### src/rtl/ysyx_23060236_clint_pkg.sv
// rtl/ysyx_23060236_clint_pkg.sv - CLINT offsets, AXI response codes and FSM states
package ysyx_23060236_clint_pkg;

  localparam logic [15:0] CLINT_MTIME_LO_OFF = 16'hBFF8;
  localparam logic [15:0] CLINT_MTIME_HI_OFF = 16'hBFFC;

  localparam logic [1:0] AXI_RESP_OKAY   = 2'b00;
  localparam logic [1:0] AXI_RESP_SLVERR = 2'b10;

  typedef enum logic [1:0] {
    ST_IDLE = 2'd0,
    ST_WAIT = 2'd1,
    ST_RESP = 2'd2
  } clint_state_e;

endpackage

### src/rtl/ysyx_23060236_clint_mtime.sv
// rtl/ysyx_23060236_clint_mtime.sv - prescaled free-running 64-bit mtime counter
module ysyx_23060236_clint_mtime #(
  parameter int TICK_DIV = 1
) (
  input  logic        clock,
  input  logic        reset,
  output logic [63:0] mtime
);

  localparam int            PW      = (TICK_DIV > 1) ? $clog2(TICK_DIV) : 1;
  localparam logic [PW-1:0] PRE_MAX = PW'(TICK_DIV - 1);

  logic [PW-1:0] r_pre_cnt;
  logic [63:0]   r_mtime;

  always_ff @(posedge clock or posedge reset) begin
    if (reset) begin
      r_pre_cnt <= '0;
      r_mtime   <= '0;
    end else if (r_pre_cnt == PRE_MAX) begin
      r_pre_cnt <= '0;
      r_mtime   <= r_mtime + 64'd1;
    end else begin
      r_pre_cnt <= r_pre_cnt + 1'b1;
    end
  end

  assign mtime = r_mtime;

endmodule

### src/rtl/ysyx_23060236_clint.sv
// rtl/ysyx_23060236_clint.sv - AXI4-Lite read-only CLINT responder exposing mtime
module ysyx_23060236_clint
  import ysyx_23060236_clint_pkg::*;
#(
  parameter int          TICK_DIV     = 1,
  parameter int          RD_LATENCY   = 0,
  parameter logic [15:0] MTIME_LO_OFF = CLINT_MTIME_LO_OFF,
  parameter logic [15:0] MTIME_HI_OFF = CLINT_MTIME_HI_OFF
) (
  input  logic        clock,
  input  logic        reset,
  input  logic [31:0] clint_araddr,
  input  logic        clint_arvalid,
  output logic        clint_arready,
  output logic [31:0] clint_rdata,
  output logic [1:0]  clint_rresp,
  output logic        clint_rvalid,
  input  logic        clint_rready,
  output logic [63:0] mtime_o
);

  localparam int         WCNT_I    = (RD_LATENCY > 0) ? RD_LATENCY - 1 : 0;
  localparam logic [3:0] WCNT_INIT = WCNT_I[3:0];

  logic [63:0]  w_mtime;
  logic [13:0]  w_word;
  logic         w_is_lo;
  logic         w_is_hi;
  logic         w_ar_fire;
  logic         w_unused;

  clint_state_e r_state;
  logic [3:0]   r_wcnt;
  logic         r_snap_valid;
  logic [31:0]  r_hi_snap;
  logic         r_arready;
  logic         r_rvalid;
  logic [31:0]  r_rdata;
  logic [1:0]   r_rresp;

  ysyx_23060236_clint_mtime #(.TICK_DIV(TICK_DIV)) u_mtime (
    .clock (clock),
    .reset (reset),
    .mtime (w_mtime)
  );

  assign w_word    = clint_araddr[15:2];
  assign w_is_lo   = (w_word == MTIME_LO_OFF[15:2]);
  assign w_is_hi   = (w_word == MTIME_HI_OFF[15:2]);
  assign w_ar_fire = clint_arvalid & r_arready;
  assign w_unused  = ^{clint_araddr[31:16], clint_araddr[1:0]};

  always_ff @(posedge clock or posedge reset) begin
    if (reset) begin
      r_state      <= ST_IDLE;
      r_wcnt       <= '0;
      r_snap_valid <= 1'b0;
      r_hi_snap    <= '0;
      r_arready    <= 1'b0;
      r_rvalid     <= 1'b0;
      r_rdata      <= '0;
      r_rresp      <= AXI_RESP_OKAY;
    end else begin
      case (r_state)
        ST_IDLE: begin
          if (w_ar_fire) begin
            r_arready <= 1'b0;
            // The lo read freezes the hi word so a following hi read cannot tear across a carry.
            if (w_is_lo) begin
              r_rdata      <= w_mtime[31:0];
              r_rresp      <= AXI_RESP_OKAY;
              r_hi_snap    <= w_mtime[63:32];
              r_snap_valid <= 1'b1;
            end else if (w_is_hi) begin
              r_rdata      <= r_snap_valid ? r_hi_snap : w_mtime[63:32];
              r_rresp      <= AXI_RESP_OKAY;
              r_snap_valid <= 1'b0;
            end else begin
              r_rdata <= '0;
              r_rresp <= AXI_RESP_SLVERR;
            end
            if (RD_LATENCY > 0) begin
              r_state <= ST_WAIT;
              r_wcnt  <= WCNT_INIT;
            end else begin
              r_state  <= ST_RESP;
              r_rvalid <= 1'b1;
            end
          end else begin
            r_arready <= 1'b1;
          end
        end
        ST_WAIT: begin
          if (r_wcnt == 4'd0) begin
            r_state  <= ST_RESP;
            r_rvalid <= 1'b1;
          end else begin
            r_wcnt <= r_wcnt - 4'd1;
          end
        end
        ST_RESP: begin
          if (clint_rready) begin
            r_rvalid  <= 1'b0;
            r_arready <= 1'b1;
            r_state   <= ST_IDLE;
          end
        end
        default: r_state <= ST_IDLE;
      endcase
    end
  end

  assign clint_arready = r_arready;
  assign clint_rvalid  = r_rvalid;
  assign clint_rdata   = r_rdata;
  assign clint_rresp   = r_rresp;
  assign mtime_o       = w_mtime;

endmodule
### config.mk
export PLATFORM = sky130hd
export DESIGN_NAME = ysyx_23060236_clint
export DESIGN_NICKNAME = d
export VERILOG_FILES = /design/src/rtl/ysyx_23060236_clint_pkg.sv /design/src/rtl/ysyx_23060236_clint_mtime.sv /design/src/rtl/ysyx_23060236_clint.sv
export SDC_FILE = /design/constraint.sdc
export NUM_CORES = 1
export LEC_CHECK = 0
export BUFFER_PORTS_ARGS = -buffer_cell sky130_fd_sc_hd__buf_4
export CORE_MARGIN = 5
export CORE_UTILIZATION = 50
export CTS_BUF_LIST = sky130_fd_sc_hd__clkbuf_8
export DETAILED_ROUTE_END_ITERATION = 7
export HOLD_SLACK_MARGIN = 0.02
export PLACE_DENSITY = 0.81
export SYNTH_ARGS = -nofsm -noshare
export SYNTH_HDL_FRONTEND = slang
export SYNTH_HIERARCHICAL = 1
export SYNTH_SLANG_ARGS = --single-unit
### constraint.sdc
create_clock -name clock -period 3.29 [get_ports clock]
set_input_delay 0.1645 -clock clock [delete_from_list [all_inputs] [get_ports clock]]
set_output_delay 0.1645 -clock clock [all_outputs]
set_load 0.03 [all_outputs]
==> impl_metrics.tcl <==
set metrics [dict create \
    synth-edff-count 0 \
    synthFlopType "dfrtp_1" \
    timing.slew.headroom 0.249 \
    first_global_vias 5106 \
    placed_area_um2 7420 \
    hpwl_mm 11.7 \
    fmax_mhz 423 \
    diodes 0 \
    fin_nets 725 \
    p_per_area_nw_per_um2 405 \
    avgSynthCellArea_um2 11.2 \
    ys_seq_elements 132 \
    finalInstanceArea_um2 7820 \
    clockBufferDepth 2 \
    grt_util_all_layers 0.228 \
    port_buffers 116 \
    cts_buffers 17 \
    grt_max_degree 69 \
    drive_gt1_frac 0.299 \
    final_util 0.619 \
    ys_top_cells_by_count "dfrtp_1 (132), nand2_1 (91), xor2_1 (38), o21ai_0 (34)" \
    yosysTopAreaCell "dfrtp_1" \
    drc 0 \
    crit_path_start_kind "flip-flop" \
    drt-wirelength-per-cell_um 18.9 \
    route.met3.wl_mm 1.15 \
    synth_warnings 6 \
    synth.distinct_cells 38 \
    top_layer "met4" \
    hp-class "in -> async" \
    worstSetupPathType "reg -> reg" \
    synth_cells 575 \
    path_clk_slew_ns 0.07 \
    antenna_found_initial 0 \
    viasPerCell 5.72 \
    nFillCells 1001 \
    yosysSeqAreaShare 0.514 \
    synth.area.top_cells "dfrtp_1 (51%), mux2_4 (6.8%), nand2_1 (5.3%), xor2_1 (5.2%), mux2i_1 (5.0%)" \
    setup_viol 0 \
    async_reset_ff_frac 1.00 \
    worst_pin_slew_ns 1.13 \
    status "finished clean" \
    finalClockSkew_ns 0.0117 \
    fp.dieW_um 123 \
    slew_viol_final 0 \
    cts-root-buf "clkbuf_8" \
    synth_nets 612 \
    cp_max_fo 6 \
    die_area_um2 15200 \
    cts_tree "yes" \
    p_leak_nw 3.93 \
    dr.pass1.iters 5 \
    wl_met1_mm 6.94 \
    drtIter0Drc 414 \
    syn_area_um2 6430 \
    fin_crit_sh 0.718 \
    syn_to_final_growth_pct 21.6 \
    yosysMostFrequentCell "dfrtp_1" \
    io_pins 136 \
    rsz0062_at_grt "no" \
    grt_overflow 0 \
    cts_sinks 132 \
    crit_arrival_ns 2.68 \
    power.total_mw 3.16 \
    coreArea_um2 12600 \
    initial_core_util 0.509 \
    vias 4978 \
    ir_drop_v 0.000194 \
    die_y_um 123 \
    period_minus_slack_ns 2.36 \
    synth_top_area_share 0.514 \
    crit_required_ns 3.60 \
    met2_wirelength_mm 8.06 \
    clock_latency_ns 0.43 \
    finalSetupTns_ns 0 \
    hold_viol 0 \
    antenna_left 0 \
    maxCapViolations 0 \
    place.gp.congestion 0.880 \
    htree_num_levels 4 \
    critPathCaptureType "flip-flop" \
    row_count 41 \
    grt_pass1_wl_mm 26.9 \
    wl_mm 16.5 \
]
==> layout make-up <==
cell class | count | area, µm² | share of cell area
clock buffer | 17 | 234 | 0.0299
timing repair buffer | 124 | 948 | 0.121
sequential | 132 | 3300 | 0.423
multi-input combinational | 399 | 2920 | 0.373
tap | 172 | 215 | 0.0275
clock inverter | 13 | 144 | 0.0184
inverter | 14 | 52.6 | 0.00672
==> metrics by stage <==
step	instances	hold slack, ns	setup WS, ns
after floorplan	575	0.261	1.21
after global placement	839	0.208	0.781
after detailed placement	839	0.211	0.723
after CTS	871	0.307	0.986
after global routing	871	0.325	0.817
final	871	0.297	0.927
==> routing by layer <==
| layer | track usage | vias up |
|---|---|---|
| li1 | - | 2230 |
| met1 | 0.300 | 2532 |
| met2 | 0.363 | 188 |
| met3 | 0.0659 | 28 |
| met4 | 0.0775 | 0 |
| met5 | 0 | - |
==> kinds of logic (layout without fill, tap and decap cells) <==
logic type | after synthesis | after routing | synth area share
other | 1 | 1 | 0.000583
XOR/XNOR | 62 | 62 | 0.0845
buffers and inverters | 44 | 168 | 0.0329
AND/OR/NAND/NOR | 203 | 203 | 0.176
adder cells (fa/ha/maj) | 1 | 1 | 0.00195
AO/OA/AOI/OAI | 67 | 67 | 0.0652
flip-flops | 132 | 132 | 0.514
multiplexers | 65 | 65 | 0.125
==> placed cells by master (no fill, tap or decap), types with 2 or more instances in the layout <==
cell / count
and3_1: 10
and4_1: 2
buf_4: 121
bufinv_16: 3
clkbuf_8: 17
clkinv_2: 7
clkinvlp_4: 2
dfrtp_1: 132
dlygate4sd3_1: 2
inv_1: 13
inv_2: 2
mux2_2: 4
mux2_4: 29
mux2i_1: 32
nand2_1: 91
nand3_1: 25
nand4_1: 12
nand4_2: 3
nand4_4: 2
nor2_1: 22
nor3_1: 7
nor3_2: 5
nor4_1: 6
nor4_2: 5
nor4_4: 4
o21ai_0: 34
o31ai_1: 32
xnor2_1: 24
xor2_1: 38
==> registers in the layout, summed over array words and instances, names as in the netlist <==
| name | count |
|---|---|
| clint_rdata | 32 |
| clint_arready | 1 |
| r_hi_snap | 32 |
| clint_rresp | 1 |
| r_state | 1 |
| u_mtime/mtime | 64 |
| r_snap_valid | 1 |
==> final timing paths <==
check / endpoint / cells past startpoint / start / slack, ns
hold / removal: clint_rdata[16] / 3 / reset / 0.30
max in group asynchronous: u_mtime/mtime[5] / 4 / reset / 1.95
setup reg to reg: u_mtime/mtime[22] / 6 / u_mtime/mtime[1] / 0.93
setup / recovery: u_mtime/mtime[22] / 6 / u_mtime/mtime[1] / 0.93
min in group clock: clint_rdata[11] / 3 / clint_araddr[2] / 0.36
hold reg to reg: clint_rdata[19] / 2 / clint_rdata[19] / 0.48
==> timing repair <==
item                                   4_1_cts  5_1_grt
resized for setup                            0        0
buffers inserted                             0        0
endpoints found under the hold margin       65        0
hold buffers                                 2        0
==> worst max-delay path: stages (launching register included) <==
cell and delay, ns:
dfrtp_1 0.51, ha_1 0.27, nand4_1 0.26, nor3_1 0.41, nor3b_1 0.47, nand3_1 0.17, xnor2_1 0.16
==> power breakdown <==
part	switching [mW]	total, mW	internal, mW
clock network	0.601	1.33	0.727
registers	0.00685	1.64	1.63
logic	0.153	0.199	0.0463
total	0.761	3.16	2.40
(Power assumes the default switching activity.)
